### src/rtl/pcs_pkg.sv
// Shared constants and types for the PCS transmit path.
package pcs_pkg;

  typedef logic [5:0] seq_t;

  localparam int   DATA_WIDTH = 64;
  localparam int   HDR_WIDTH  = 2;
  localparam int   BLK_WIDTH  = DATA_WIDTH + HDR_WIDTH;
  localparam seq_t SEQ_MAX    = 6'd32;

  localparam logic [HDR_WIDTH-1:0] SYNC_DATA = 2'b01;
  localparam logic [HDR_WIDTH-1:0] SYNC_CTRL = 2'b10;

endpackage

### src/rtl/pcs_tx_gearbox.sv
// 66-to-64 transmit gearbox: packs one 66-bit block per cycle into 64-bit GTY words,
// pausing the encoder once every 33 cycles to flush the accumulated residual.
module pcs_tx_gearbox
  import pcs_pkg::*;
(
  input  logic                  i_clk,
  input  logic                  i_reset_n,
  input  logic [DATA_WIDTH-1:0] i_data,
  input  logic [HDR_WIDTH-1:0]  i_hdr,
  input  logic                  i_valid,
  output logic                  o_ready,
  output logic [DATA_WIDTH-1:0] o_gty_data,
  output logic                  o_gty_valid,
  output logic [5:0]            o_gty_seq
);

  seq_t                  seq_q, seq_d;
  logic [DATA_WIDTH-1:0] res_q, res_d;
  logic [DATA_WIDTH-1:0] gty_data_q, gty_data_d;
  logic                  gty_valid_q, gty_valid_d;
  seq_t                  gty_seq_q, gty_seq_d;
  logic [127:0]          packed_w;

  // Returns {word, new_res}; the 128-bit intermediate keeps the bits shifted past 64.
  function automatic logic [127:0] pack(input logic [BLK_WIDTH-1:0]  blk,
                                        input logic [DATA_WIDTH-1:0] res,
                                        input seq_t                  seq);
    logic [6:0]   sh;
    logic [127:0] wide;
    sh   = {seq, 1'b0};
    wide = {62'b0, blk} << sh;
    return {wide[63:0] | res, wide[127:64]};
  endfunction

  assign o_ready = (seq_q != SEQ_MAX);

  always_comb begin
    seq_d       = seq_q;
    res_d       = res_q;
    gty_data_d  = gty_data_q;
    gty_valid_d = 1'b0;
    gty_seq_d   = gty_seq_q;
    packed_w    = '0;
    if (seq_q == SEQ_MAX) begin
      gty_data_d  = res_q;
      gty_valid_d = 1'b1;
      gty_seq_d   = seq_q;
      res_d       = '0;
      seq_d       = '0;
    end else if (i_valid) begin
      packed_w    = pack({i_data, i_hdr}, res_q, seq_q);
      gty_data_d  = packed_w[127:64];
      res_d       = packed_w[63:0];
      gty_valid_d = 1'b1;
      gty_seq_d   = seq_q;
      seq_d       = seq_q + 6'd1;
    end
  end

  always_ff @(posedge i_clk or negedge i_reset_n) begin
    if (!i_reset_n) begin
      seq_q       <= '0;
      res_q       <= '0;
      gty_data_q  <= '0;
      gty_valid_q <= 1'b0;
      gty_seq_q   <= '0;
    end else begin
      seq_q       <= seq_d;
      res_q       <= res_d;
      gty_data_q  <= gty_data_d;
      gty_valid_q <= gty_valid_d;
      gty_seq_q   <= gty_seq_d;
    end
  end

  assign o_gty_data  = gty_data_q;
  assign o_gty_valid = gty_valid_q;
  assign o_gty_seq   = gty_seq_q;

endmodule
### config.mk
export PLATFORM = sky130hd
export DESIGN_NAME = pcs_tx_gearbox
export DESIGN_NICKNAME = d
export VERILOG_FILES = /design/src/rtl/pcs_pkg.sv /design/src/rtl/pcs_tx_gearbox.sv
export SDC_FILE = /design/constraint.sdc
export NUM_CORES = 1
export LEC_CHECK = 0
export CAP_MARGIN = 20
export CORE_ASPECT_RATIO = 0.6
export CORE_MARGIN = 2
export CORE_UTILIZATION = 40
export CTS_CLUSTER_SIZE = 14
export DETAILED_ROUTE_END_ITERATION = 10
export GPL_ROUTABILITY_DRIVEN = 1
export GPL_TIMING_DRIVEN = 0
export PLACE_DENSITY = 0.64
export SYNTH_ARGS = -nofsm -noshare
export SYNTH_HDL_FRONTEND = slang
export SYNTH_SLANG_ARGS = --single-unit
### constraint.sdc
create_clock -name i_clk -period 3.4 [get_ports i_clk]
set_input_delay 0.51 -clock i_clk [delete_from_list [all_inputs] [get_ports i_clk]]
set_output_delay 0.51 -clock i_clk [all_outputs]
set_load 0.005 [all_outputs]
After elaboration in Yosys (flattened, before gate mapping)

Cells that the tools add are included.

Register bits: 141
Bits of input ports: 69
Output and inout bits: 72

Add/subtract/negate cells: 1
Equal/unequal tests: 2
Shifts and indexed selects: 1
Mux-type cells: 10
Bitwise logic cells: 1
Reductions and logical operators: 1

Operators with widths:

| kind                                                           | count |
|---|---|
| 64-bit 2-to-1 mux                                              | 4 |
| 66-bit by 7-bit left shift with 128-bit output                 | 1 |
| 64-bit bitwise OR                                              | 1 |
| 6-bit 2-to-1 mux                                               | 4 |
| 6-bit by 1-bit adder with 6-bit output (second input constant) | 1 |
| 6-bit == test (second input constant)                          | 1 |
| 6-bit != test (second input constant)                          | 1 |
| 1-bit 2-to-1 mux                                               | 2 |
| 2-bit nonzero test                                             | 1 |

Logic depth before layout (Yosys ltp)

Gate-level depths: netlist (run 1).

Depth after elaboration: 4
Gate-level depth with buffers: 15

Worst setup path before layout (run 1)

No wires, ideal clock.

Kind: register to register
Start: reg seq_q[1]
End: reg gty_data_q[39], in the netlist o_gty_data[39]
Data arrival time: 2954 ps
Data required time: 3270 ps
Setup slack: 315 ps
Stages on the path, launching flop included: 15
Buffers on the path: 8
Path through: dfrtp_1 > buf_6 > buf_6 > buf_6 > buf_6 > buf_2 > buf_2 > inv_1 > ha_1 > and2_1 > a21oi_1 > clkbuf_1 > clkbuf_1 > mux2i_1 > o21ai_0

Word-level cells in the longest chain between the ends: 4

RTL lines:

| element                                        | RTL line             | RTL |
|---|---|---|
| start: declaration                             | pcs_tx_gearbox.sv:17 | `seq_t seq_q, seq_d;` |
| start signal: assignment                       | pcs_tx_gearbox.sv:68 | `seq_q <= seq_d;` |
| 66-bit by 7-bit left shift with 128-bit output | pcs_tx_gearbox.sv:31 | `wide = {62'b0, blk} << sh;` |
| 64-bit bitwise OR                              | pcs_tx_gearbox.sv:32 | `return {wide[63:0] \| res, wide[127:64]};` |
| 64-bit 2-to-1 mux                              | pcs_tx_gearbox.sv:50 | `end else if (i_valid) begin` |
| 64-bit 2-to-1 mux                              | pcs_tx_gearbox.sv:44 | `if (seq_q == SEQ_MAX) begin` |
| end signal: assignment                         | pcs_tx_gearbox.sv:70 | `gty_data_q <= gty_data_d;` |
| end: declaration                               | pcs_tx_gearbox.sv:19 | `logic [DATA_WIDTH-1:0] gty_data_q, gty_data_d;` |

Parallel ways exist; a longest one is shown, timed or not. The select of a mux whose other input is x is not followed.
A chain may end at the register's enable or synchronous reset.

Worst setup path after layout (run 1)

Start: reg seq_q[2]
End: reg gty_data_q[62], in the netlist o_gty_data[62]

The elaborated chain is that of the path after synthesis.

==> summary.md, run 1 <==
| Metric | Value |
|---|---|
| Status | finished, violations left |
| Failing checks | negative setup slack |
| # fillers | 2528 |
| Flops & latches, synth | 141 |
| Yosys cell types | 73 |
| Largest net degree at the start of global routing | 89 |
| Cell internal pwr | 7.69 mW |
| Syn Nets | 1203 |
| Slew @ Worst Pin | 1.23 ns |
| Combinational Power Share | 0.705 |
| Die ar. | 28200 µm² |
| Critical path type | reg -> reg |
| Antenna violations before repair | 2 |
| Worst EP arrival | 3.92 ns |
| GR Overflow Total | 0 |
| Setup crit end kind | flip-flop |
| Global-route wire length before repair | 83300 µm |
| Fmax achieved | 275 MHz |
| RSZ-0062 raised after global routing | no |
| Initial drt markers | 2226 |
| TritonCTS clock tree | yes |
| Async S/R FF share, synth | 1.00 |
| Most common cell after layout, fill and taps aside | nand2_1 |
| Slew HR | 0.177 |
| Required @ worst endpoint | 3.68 ns |
| Post-Route WL | 59200 µm |
| Register share of total power | 0.176 |
| Post-layout min period | 3.63 ns |
| CORE AREA | 26400 µm² |
| Initial Util | 0.406 |
| Vias/cell | 7.05 |
| Slew Limit Fails | 0 |
| Via count | 11770 |
| Leakage | 5.33 nW |
| Mean post-synth cell area | 9.46 µm² |
| Synth Cell Area | 10700 µm² |
| Deepest clock path buffer count | 2 |
| Yosys top cell by area | dfrtp_1 |
| Final setup viols | 4 |
| Wire per inst | 35.5 µm |
| CTS sink cnt | 141 |
| Sequential share of the synthesized area | 0.329 |
| Routability congestion estimate | 1.09 |
| Share of the synthesized area in the top cell type | 0.329 |
| Iteration count of the initial detailed-routing pass | 8 |
| DIE HEIGHT | 131 µm |
| # rows | 46 |
| Antenna cells | 0 |
| Area Overhead vs Synth | 24.9% |
| Top post-synthesis cells by area | dfrtp_1 33%, mux4_2 14%, mux2i_1 6.4% |
| Fin worst setup slack | -0.234 ns |
| TritonCTS buffer count | 17 |
| Finished Layout Cells | 1669 |
| ANT nets after route | 0 |
| PD cells | 1220 nW/µm² |
| DRC errors left | 0 |
| Sw frac | 0.528 |
| Worst-path maximum fanout | 10 |
| Share of cells above drive strength 1 | 0.183 |
| Switching power | 8.61 mW |
| Fin crit share | 1.07 |
| VDD IR max | 0.000452 V |
| PortBufs | 140 |
| Most frequent cells in the layout | 164 x nand2_1, 141 x dfrtp_1, 139 x clkdlybuf4s50_1, 98 x o21ai_0, 67 x mux4_2 |
| Final Hold Vio Count | 0 |
| H-tree levels | 4 |
| Clock power share | 0.119 |
| Post-route clock skew | 0.0117 ns |
| Vias in the first global route | 10945 |
| Overall Global Routing Usage | 0.425 |
| Worst min path class | in -> async |
| Most used DFF post-synth | dfrtp_1 |
| CTS clk-pin slew, worst paths | 0.06 ns |
| YS warnings | 0 |
| Post-DP HPWL | 46600 µm |
| Io pins | 141 |
| Post-synth EDFFs | 0 |
| Clk_lat worst skew | 0.45 ns |
| Die X | 215 µm |
| Crit path launch type | flip-flop |
| Maxcap violations | 0 |
| Post-Syn Instances | 1132 |
| Smallest hold slack | 0.0118 ns |
| Clock tree root buffer cell | clkbuf_16 |
| Dpl cells | 1633 |
| Layout net count | 1367 |
power by group through the flow:
stage	Clock (mW)	Sequential [mW]	Combinational (mW)
after global routing	2.00	2.95	11.7
after CTS	1.93	2.87	10.8
final	1.93	2.87	11.5
after floorplan	0	2.84	5.96
after detailed placement	0	2.89	10.6
after global placement	0	2.87	10.7
layer usage:
| metal | part of all wire | wire, µm | global-route usage | vias to the layer above |
|---|---|---|---|---|
| met2 | 0.38 | 22700 | 0.571 | 1031 |
| met5 | 0 | 0 | 0 | - |
| met1 | 0.42 | 24900 | 0.612 | 5926 |
| met4 | 0.034 | 2000 | 0.137 | 0 |
| met3 | 0.16 | 9560 | 0.180 | 151 |
| li1 | - | - | - | 4662 |
stage by stage:
step	cell area, µm²	setup WS (ns)	setup TNS (ns)	total power, mW	util
floorplan	10700	0.315	0	8.79	-
global placement	12600	-4.14	-750.42	13.6	0.477
detailed placement	12600	-1.77	-165.32	13.5	0.478
CTS	13300	0.000379	0	15.6	0.506
global route	13400	0.00489	0	16.6	0.508
finish	13400	-0.234	-0.291	16.3	0.508
cells in the mapped netlist (all sizes together) (8+ instances only):
| library cell | instances |
|---|---|
| nand2 | 164 |
| dfrtp | 141 |
| o21ai | 112 |
| mux2i | 70 |
| mux4 | 67 |
| a21oi | 58 |
| nor2 | 57 |
| clkbuf | 53 |
| buf | 48 |
| mux2 | 43 |
| a22oi | 31 |
| nand3 | 24 |
| nor3 | 24 |
| a22o | 18 |
| a31oi | 17 |
| o221ai | 14 |
| a211oi | 12 |
| inv | 12 |
| o211ai | 12 |
| o31ai | 11 |
| and2 | 10 |
| nand2b | 10 |
| nor2b | 10 |
| a221oi | 9 |
| or3 | 8 |
cells by family after synthesis:
family	count (synthesis)	share of synthesized area
AOI/OAI and AO/OA	358	0.222
and+or+nand+nor	333	0.140
muxes	180	0.252
DFF	141	0.329
buffers and inverters	113	0.0503
xor gates and xnor gates	5	0.00409
adders and majority gates	2	0.00234
state kept, by name (all words and copies together), names as in the netlist:
name / cells
o_gty_data: 64
o_gty_seq: 6
o_gty_valid: 1
seq_q: 6
res_q: 64
worst max-delay path, cell delays in order (launching register included):
cell,delay (ns)
dfrtp_1,0.35
buf_2,0.31
buf_1,0.64
mux4_2,0.47
mux2i_1,0.40
o32ai_1,0.12
a2111oi_0,1.01
a21oi_1,0.16
timing repair:
item	4_1_cts	5_1_grt
hold buffers	0	0
gates resized for setup	42	30
pin swaps	1	0
setup buffers	5	2
endpoints found under the setup margin	137	43
path summary, 6_finish.rpt:
kind                                             from  cells after the start  slack [ns]                    endpoint
setup / recovery                 seq_q[2]$_DFFE_PN0P_                      7       -0.23  o_gty_data[62]$_DFFE_PN0P_
hold / removal                              i_reset_n                      1        0.01        seq_q[2]$_DFFE_PN0P_
setup reg to reg                 seq_q[2]$_DFFE_PN0P_                      7       -0.23  o_gty_data[62]$_DFFE_PN0P_
hold reg to reg            o_gty_data[14]$_DFFE_PN0P_                      2        0.46  o_gty_data[14]$_DFFE_PN0P_
max in group asynchronous                   i_reset_n                      2        2.49  o_gty_data[49]$_DFFE_PN0P_
min in group i_clk         o_gty_data[14]$_DFFE_PN0P_                      2        0.46  o_gty_data[14]$_DFFE_PN0P_
cell type report:
class	count	area, µm²	area share
tap	360	450	0.0337
buffer	98	557	0.0416
inverter	12	56.3	0.00421
sequential	141	3530	0.264
clock buffer	20	447	0.0334
timing repair buffer	148	1480	0.111
multi-input combinational	878	6720	0.502
clock inverter	12	135	0.0101
(Power assumes the default switching activity.)
==> run 2, diff against run 1 <==
Settings changed: RECOVER_POWER from default to 50.
==> run 2 against run 1 <==
Compared with the run above:
- the flow finishes with violations (max-capacitance violations, max-slew violations, negative setup slack)
- combinational power about the same
- critical path depth unchanged
- sequential power about the same
- setup slack improved by 0.15 ns
- die area unchanged
- non-clock buffer count unchanged
- clock power about the same
- global-route usage unchanged
==> summary.md, run 2 (synthesis results as in run 1) <==
| Metric | Value |
|---|---|
| DRC errors left | 0 (unchanged) |
| GR Overflow Total | 0 (unchanged) |
| Layout net count | 1367 (unchanged) |
| Worst-path maximum fanout | 10 (unchanged) |
| Area Overhead vs Synth | 24.8% (about the same) |
| Clock tree root buffer cell | clkbuf_16 |
| Largest net degree at the start of global routing | 89 (unchanged) |
| FF-to-FF path depth | 7 (unchanged) |
| Post-layout min period | 3.49 ns (-0.146 ns) |
| ANT nets after route | 0 (unchanged) |
| Routability congestion estimate | 1.09 (unchanged) |
| CTS clk-pin slew, worst paths | 0.06 ns (about the same) |
| Slew Limit Fails | 54 (+54) |
| Critical Path Max Stage Delay | 0.87 ns (-0.14 ns) |
| Leakage | 5.35 nW (+0.38%) |
| Fin worst setup slack | -0.0884 ns (+0.146 ns) |
| Multi-input logic area | 6720 µm² (unchanged) |
| Register area | 3530 µm² (unchanged) |
| TritonCTS buffer count | 17 (unchanged) |
| Fin crit share | 1.03 (-0.0428) |
| Antenna violations before repair | 2 (unchanged) |
| VDD IR max | 0.000439 V (-2.9%) |
| Crit path launch type | flip-flop |
| Via count | 11762 (-0.068%) |
| H-tree levels | 4 (unchanged) |
| Iteration count of the initial detailed-routing pass | 6 (-2) |
| Most common cell after layout, fill and taps aside | nand2_1 |
| # fillers | 2530 (+0.079%) |
| Most frequent cells in the layout | 164 x nand2_1, 141 x dfrtp_1, 104 x clkdlybuf4s50_1, 98 x o21ai_0, 67 x mux4_2 |
| Top delay family on crit path | compound AO/OA/AOI/OAI gates |
| Post-CTS Hold Buffers | 0 (unchanged) |
| Share of cells above drive strength 1 | 0.182 (-0.000764) |
| Final setup viols | 3 (-1) |
| Post-Route WL | 59200 µm (about the same) |
| CORE AREA | 26400 µm² (unchanged) |
| Clk_lat worst skew | 0.45 ns (about the same) |
| CTS sink cnt | 141 (unchanged) |
| Vias/cell | 7.05 (about the same) |
| Worst Hold Path EP | o_gty_data[14]$_DFFE_PN0P_ |
| Required @ worst endpoint | 3.69 ns (about the same) |
| Slew HR | -0.985 (-1.16) |
| Post-route clock skew | 0.0106 ns (-0.00115 ns) |
| DIE HEIGHT | 131 µm (unchanged) |
| Die X | 215 µm (unchanged) |
| Hold Path Stages | 2 |
| Design area | 13400 µm² (about the same) |
| Critical path type | reg -> reg |
| Top layer in use | met4 |
| Placed instance area | 12600 µm² (unchanged) |
| WP buf/inv | 2 (unchanged) |
| Final TNS setup | -0.157 ns (+0.133 ns) |
| Maxcap violations | 1 (+1) |
| RR Startpoint | seq_q[2]$_DFFE_PN0P_ |
| Io pins | 141 (unchanged) |
| Initial Util | 0.406 (unchanged) |
| # rows | 46 (unchanged) |
| Slew @ Worst Pin | 2.98 ns (+1.75 ns) |
| Die ar. | 28200 µm² (unchanged) |
| RSZ-0062 raised after global routing | no |
| FF-to-FF End | o_gty_data[62]$_DFFE_PN0P_ |
| Initial drt markers | 2268 (+1.9%) |
| Overall Global Routing Usage | 0.425 (unchanged) |
| Crit path cell chain | buf_2 -> buf_1 -> mux4_2 -> mux2i_1 -> o32ai_1 -> a2111oi_0 -> a21oi_1 |
| Failing checks | max-capacitance violations, max-slew violations, negative setup slack |
| Vias in the first global route | 10945 (unchanged) |
| Smallest hold slack | 0.459 ns (+0.448 ns) |
| PD cells | 1210 nW/µm² (-0.54%) |
| Deepest clock path buffer count | 2 (unchanged) |
| Antenna cells | 0 (unchanged) |
| Reg-to-reg slack, setup | -0.09 ns (+0.15 ns) |
| Hold Crit Start | o_gty_data[14]$_DFFE_PN0P_ |
| Total length of routed met2 wires | 22800 µm (+0.25%) |
| M1 WL | 24600 µm (-1.0%) |
| Post-DP HPWL | 46600 µm (unchanged) |
| Place WS | -1.77 ns (unchanged) |
| Global-route wire length before repair | 83300 µm (unchanged) |
| Met3 WL post-DR | 9800 µm (+2.5%) |
| Crit-path slowest cell | a2111oi_0 |
| Fmax achieved | 287 MHz (+4.2%) |
| Tot Pwr | 16.2 mW (-0.60%) |
| TritonCTS clock tree | yes |
| Worst EP arrival | 3.78 ns (-0.14 ns) |
| Final Hold Vio Count | 0 (unchanged) |
| PortBufs | 140 (unchanged) |
| Wire per inst | 35.5 µm (about the same) |
| Setup crit end kind | flip-flop |
| Status | finished, violations left |
| Worst min path class | reg -> reg |
==> run 2: cell types whose count changed in the layout (fill, tap and decap cells not counted) <==
cell,before,now
buf_6,5,4
clkdlybuf4s50_1,139,104
dlygate4sd3_1,0,35
clkbuf_1,33,34
==> run 2: how the worst max path moves through the flow <==
stage               cells past startpoint                 start  slack [ns]                          to
finish                                  7  seq_q[2]$_DFFE_PN0P_       -0.09  o_gty_data[62]$_DFFE_PN0P_
global route                            8  seq_q[0]$_DFFE_PN0P_       0.005                     o_ready
CTS                                     8  seq_q[4]$_DFFE_PN0P_      0.0004       res_q[62]$_DFFE_PN0P_
detailed placement                     10  seq_q[0]$_DFFE_PN0P_       -1.77       res_q[23]$_DFFE_PN0P_
global placement                        1             i_reset_n       -4.14  o_gty_data[48]$_DFFE_PN0P_
floorplan                              14  seq_q[1]$_DFFE_PN0P_        0.32  o_gty_data[39]$_DFFE_PN0P_
==> run 2: report_power, final <==
| part | switching (mW) | internal [mW] | leakage [nW] |
|---|---|---|---|
| sequential | 0.427 | 2.44 | 1.76 |
| combinational | 7.33 | 4.07 | 3.31 |
| clock | 0.830 | 1.10 | 0.273 |
==> run 2: routing by layer <==
metal  vias to the layer above  GRT usage
met5                         -          0
met4                         0      0.137
met3                       153      0.180
met2                      1038      0.571
met1                      5908      0.612
li1                       4663          -
==> run 2: timing repair <==
item	CTS	global route
buffers inserted	5	2
endpoints found under the setup margin	137	43
gates resized for setup	42	30
pin swaps	1	0
==> run 2: worst min-delay path, stage by stage, from the launching register on <==
cell	delay (ns)
dfrtp_1	0.33
nand2_1	0.05
nand2_1	0.05
==> run 2: stage by stage <==
stage	util	instances
final	0.507	1669
after global routing	0.507	1669
after CTS	0.506	1668
after detailed placement	0.478	1633
after global placement	0.477	1632
after floorplan	-	1132
==> run 2: layout make-up <==
type,instances,share of cell area
Multi-Input combinational cell,878,0.503
Sequential cell,141,0.264
Timing Repair Buffer,148,0.110
Buffer,98,0.0416
Tap cell,360,0.0337
Clock buffer,20,0.0334
Clock inverter,12,0.0101
Inverter,12,0.00421
==> run 3, diff against run 2 <==
Settings changed: PLACE_DENSITY 0.64 to 0.66.
Clock period 3.4 ns to 3.07 ns, I/O delays scaled along.
==> run 3 against run 2 <==
Compared with the run above:
- sequential share of layout area fell by 0.47 points
- clock skew is 0.0025 ns higher
- sequential power rose by 11%
- largest power group unchanged
- fmax grew 8.5%
- sequential cell count unchanged
- wire length grew 2.0%
- the run ends with negative setup slack left
- total power rose by 14%
==> summary.md, run 3 (synthesis results as in run 1) <==
| Metric | Value |
|---|---|
| Status | finished, violations left |
| Failing checks | negative setup slack |
| Worst-path maximum fanout | 10 (unchanged) |
| Critical path type | reg -> reg |
| H-tree levels | 4 (unchanged) |
| Area Overhead vs Synth | 27.1% |
| Most frequent cells in the layout | 163 x nand2_1, 141 x dfrtp_1, 112 x clkdlybuf4s50_1, 98 x o21ai_0, 67 x mux4_2 |
| DRC errors left | 0 (unchanged) |
| Vias/cell | 7.02 (-0.35%) |
| Clk_lat worst skew | 0.46 ns (about the same) |
| Setup crit end kind | flip-flop |
| TritonCTS buffer count | 17 (unchanged) |
| # rows | 46 (unchanged) |
| PD cells | 1350 nW/µm² (+12%) |
| # fillers | 2509 (-0.83%) |
| Antenna violations before repair | 4 (+2) |
| Register area | 3530 µm² (unchanged) |
| Initial drt markers | 2097 (-7.5%) |
| Share of cells above drive strength 1 | 0.205 (+0.0229) |
| Clock tree root buffer cell | clkbuf_16 |
| Top layer in use | met5 |
| Post-route clock skew | 0.0130 ns (+0.00247 ns) |
| CTS clk-pin slew, worst paths | 0.07 ns (about the same) |
| Post-layout min period | 3.21 ns (-0.274 ns) |
| Dpl cells | 1634 (+0.061%) |
| Final TNS setup | -0.809 ns (-0.652 ns) |
| Iteration count of the initial detailed-routing pass | 8 (+2) |
| Worst EP arrival | 3.49 ns (-0.29 ns) |
| Global-route wire length before repair | 84100 µm (+0.94%) |
| Finished Layout Cells | 1681 (+0.72%) |
| Placed instance area | 12600 µm² (about the same) |
| Final setup viols | 15 (+12) |
| Largest net degree at the start of global routing | 90 (+1.1%) |
| Fin worst setup slack | -0.145 ns (-0.0562 ns) |
| Tot Pwr | 18.4 mW (+14%) |
| Required @ worst endpoint | 3.35 ns (-0.34 ns) |
| Maxcap violations | 0 (-1) |
| Smallest hold slack | 0.456 ns (-0.00308 ns) |
| Vias in the first global route | 11322 (+3.4%) |
| DIE HEIGHT | 131 µm (unchanged) |
| Worst min path class | reg -> reg |
| Wire per inst | 35.9 µm (+1.2%) |
| Via count | 11805 (+0.37%) |
| Met3 WL post-DR | 10600 µm (+7.7%) |
| VDD IR max | 0.000438 V (-0.24%) |
| PortBufs | 140 (unchanged) |
| Io pins | 141 (unchanged) |
| Most common cell after layout, fill and taps aside | nand2_1 |
| Post-DP HPWL | 46900 µm (+0.68%) |
| TritonCTS clock tree | yes |
| Crit path launch type | flip-flop |
| Die X | 215 µm (unchanged) |
| GR Overflow Total | 0 (unchanged) |
| Layout net count | 1379 (+0.88%) |
| Final Hold Vio Count | 0 (unchanged) |
| RSZ-0062 raised after global routing | yes |
| Place WS | -1.94 ns (-0.171 ns) |
| Multi-input logic area | 6810 µm² (+1.4%) |
| ANT nets after route | 0 (unchanged) |
| Fmax achieved | 311 MHz (+8.5%) |
| Overall Global Routing Usage | 0.430 (+0.00472) |
| Die ar. | 28200 µm² (unchanged) |
| CORE AREA | 26400 µm² (unchanged) |
| Slew @ Worst Pin | 1.35 ns (-1.62 ns) |
| Leakage | 5.44 nW (+1.8%) |
| Design area | 13600 µm² (+1.8%) |
| Slew Limit Fails | 0 (-100%) |
| Deepest clock path buffer count | 2 (unchanged) |
| Fin crit share | 1.05 (+0.0211) |
| Routability congestion estimate | 1.08 (-0.64%) |
| CTS sink cnt | 141 (unchanged) |
| M1 WL | 24700 µm (about the same) |
| Final design utilization | 0.516 (+0.00921) |
| Post-Route WL | 60400 µm (+2.0%) |
| Initial Util | 0.406 (unchanged) |
| Slew HR | 0.0973 (+1.08) |
| Total length of routed met2 wires | 22800 µm (+0.11%) |
run 3: where the power goes:
group          leakage [nW]  internal [mW]  switching (mW)
clock                 0.278           1.27           0.857
combinational          3.41           4.74            8.33
sequential             1.76           2.71           0.491
run 3: critical path, stage by stage, from the launching register on:
cell and delay, ns:
dfrtp_1 0.36, buf_2 0.27, buf_2 0.34, buf_2 0.34, buf_2 0.46, mux2i_2 0.71
o21ai_0 0.25, a21boi_0 0.23, a31oi_1 0.06
run 3: final cells by class:
| cell class | count | share of cell area |
|---|---|---|
| diodes | 2 | 0.000368 |
| plain buffers | 99 | 0.0473 |
| well taps | 360 | 0.0331 |
| multi-input cells | 878 | 0.500 |
| flip-flops and latches | 141 | 0.259 |
| inverters | 12 | 0.00377 |
| clock buffers | 24 | 0.0361 |
| repair buffers | 159 | 0.113 |
| clock inverters | 6 | 0.00625 |
run 3: worst paths after layout:
kind                                         endpoint                       start  slack, ns  cells past startpoint
max in group asynchronous       res_q[57]$_DFFE_PN0P_                   i_reset_n       0.27                      3
min in group asynchronous       res_q[63]$_DFFE_PN0P_                   i_reset_n       0.84                      2
setup reg to reg                res_q[45]$_DFFE_PN0P_        seq_q[0]$_DFFE_PN0P_      -0.14                      8
hold reg to reg            o_gty_data[10]$_DFFE_PN0P_  o_gty_data[10]$_DFFE_PN0P_       0.46                      2
setup / recovery                res_q[45]$_DFFE_PN0P_        seq_q[0]$_DFFE_PN0P_      -0.14                      8
hold / removal             o_gty_data[10]$_DFFE_PN0P_  o_gty_data[10]$_DFFE_PN0P_       0.46                      2
run 3: routing by layer:
metal / vias to the layer above / track usage
met3: 173 / 0.208
met2: 1078 / 0.569
met1: 5858 / 0.602
met5: - / 0
li1: 4694 / -
met4: 2 / 0.156
run 3: what timing repair did:
| action | CTS | global route |
|---|---|---|
| resized for setup | 67 | 56 |
| endpoints found under the setup margin | 140 | 104 |
| pin swaps | 4 | 0 |
| endpoints found under the hold margin | 52 | 0 |
| hold buffers | 1 | 0 |
| buffers inserted | 13 | 3 |
==> edit (config.mk and constraints of run 1) <==
Take the reset off `res_q` and `gty_data_q` and load them in a clocked block of their own.
--- a/src/rtl/pcs_tx_gearbox.sv
+++ b/src/rtl/pcs_tx_gearbox.sv
@@ -62,4 +62,2 @@
       seq_q       <= '0;
-      res_q       <= '0;
-      gty_data_q  <= '0;
       gty_valid_q <= 1'b0;
@@ -68,4 +66,2 @@
       seq_q       <= seq_d;
-      res_q       <= res_d;
-      gty_data_q  <= gty_data_d;
       gty_valid_q <= gty_valid_d;
@@ -73,2 +69,7 @@
     end
+  end
+
+  always_ff @(posedge i_clk) begin
+    res_q      <= res_d;
+    gty_data_q <= gty_data_d;
   end
Formal check against the unedited RTL: not equivalent (Yosys sat finds a counterexample within 4 cycles, from zero or initial values and one cycle with i_reset_n low).
==> edit against run 1 <==
Utilization is 0.49 points higher. Setup slack better by 0.24 ns. Design area is 6.2% lower. Clock power is 5% lower. Routed wire length is 13% lower. Sequential cell count stayed put. Power is 3.4% lower. Synthesized area is 5.8% lower.
==> edit: results (changes against run 1) <==
| Stage | Result | Reported | vs run 1 |
|---|---|---|---|
| status | Result of the run | finished clean |  |
| worst setup path | Crit path arrival time | 3.70 ns | -0.22 ns |
| synth | Share of synthesized cell area in full adder, half adder and majority cells | 0.00248 | +0.000144 |
| synth | Top post-synthesis cells by area | edfxtp_1, dfxtp_1, mux4_2, mux2i_1, mux2_2 |  |
| global routing | First-pass GRT wire length | 73,300 um | -12% |
| final layout | Final layout net count | 1,218 | -11% |
| placed design | Port-buffer cells | 139 | -0.71% |
| synth | Top FF cell, synth | edfxtp_1 |  |
| sta | Worst slew margin | 0.132 | -0.0454 |
| worst setup path | Critical Path Slowest Stage Cell | mux2i_1 |  |
| route | Initial detailed-routing violation count | 2,022 | -9.2% |
| global routing | GR Util All Layers | 0.390 | -0.0356 |
| placed design | DP Wirelength | 40,800 um | -12% |
| synth | Mux contribution to synthesized area | 0.243 | -0.00916 |
| synth | Syn nets | 1,058 | -12% |
| sta | Worst clock skew | 0.0101 ns | -0.00157 ns |
| worst setup path | Delay of the slowest cell on the worst path | 0.74 ns | -0.27 ns |
| placed design | Standard cell area after detailed placement | 0.0119 sq mm | -5.3% |
| route | Number of vias after detailed routing | 10,642 | -9.6% |
| power and ir drop | Worst IR Drop VDD | 580 uV | +28% |
| sta | Sum Neg Setup Slack | 0 ns | +0.291 ns |
| synth | Number of enable-type register cells in the synthesized netlist | 64 | +64 |
| synth | Compound-gate portion of the synthesized area | 0.255 | +0.0327 |
| final layout | Fill count | 2,250 | -11% |
| global routing | Maximum number of pins on one net before global-route repair | 45 | -49% |
| synth | Fraction of registers with async set or reset after synthesis | 0.0922 | -0.908 |
| global routing | Number of global-route vias before repair | 9,873 | -9.8% |
| synth | Number of distinct library cell variants in the gate-level netlist after synthesis | 77 | +5.5% |
| synth | Post-synth top cells | nand2_1, o21ai_0, dfxtp_1, edfxtp_1, nor2_1 |  |
## edit: cell count changes after synthesis, sizes merged, moves of 18 or more
| cell | run 1 | this run |
|---|---|---|
| dfrtp | 141 | 13 |
| nand2 | 164 | 90 |
| dfxtp | 0 | 64 |
| edfxtp | 0 | 64 |
| o21ai | 112 | 77 |
| a21o | 7 | 25 |
## edit: kinds of logic after synthesis
kind of cell	after synthesis
AOI/OAI and AO/OA	360
and+or+nand+nor	213
muxes	158
DFF	141
buffers and inverters	108
xor gates and xnor gates	5
adders and majority gates	2
## edit: cell type report
cell class / count / area share
plain buffers: 85 / 0.0365
clock buffers: 25 / 0.0371
clock inverters: 7 / 0.00738
inverters: 20 / 0.00678
multi-input cells: 738 / 0.483
flip-flops and latches: 141 / 0.281
well taps: 322 / 0.0321
repair buffers: 144 / 0.117
## edit: worst min-delay path: cells and delay by family, from the launching register on
family                 cells  cell delay, ns
AO/OA/AOI/OAI              1            0.06
buffers and inverters      1            0.06
flip-flops                 1            0.30
## edit: final timing paths
path / startpoint / endpoint / slack (ns) / depth (start not counted)
worst min-delay path: res_q[63] / res_q[63] / 0.47 / 2
worst max register to register: seq_q[2] / res_q[20] / 0.008 / 8
max in group asynchronous: i_reset_n / o_gty_seq[2] / 2.08 / 1
worst max-delay path: seq_q[2] / res_q[20] / 0.008 / 8
worst min register to register: res_q[63] / res_q[63] / 0.47 / 2
min in group asynchronous: i_reset_n / o_gty_seq[0] / 0.65 / 1
## edit: power breakdown
| part | internal, uW | switching (uW) | total (uW) |
|---|---|---|---|
| Combinational | 3950 | 6830 | 10800 |
| Sequential | 2800 | 333 | 3130 |
| Clock | 1090 | 734 | 1830 |
## edit: per-stage QoR
step           power (uW)  instances
2_1_floorplan        8990        987
3_3_place_gp        13300       1448
3_5_place_dp        13200       1451
4_1_cts             15100       1480
5_1_grt             16200       1482
6_report            15700       1482
## edit: timing repair
item                                    4_1_cts  5_1_grt
resized for setup                            12        2
gates cloned                                  0        1
endpoints found under the setup margin       73       46
setup buffers                                 0        1
## edit: metal layers
metal / global-route usage / share of wire
met5: 0.0272 / 0.0022
met4: 0.103 / 0.025
met3: 0.142 / 0.15
met2: 0.512 / 0.38
met1: 0.589 / 0.44
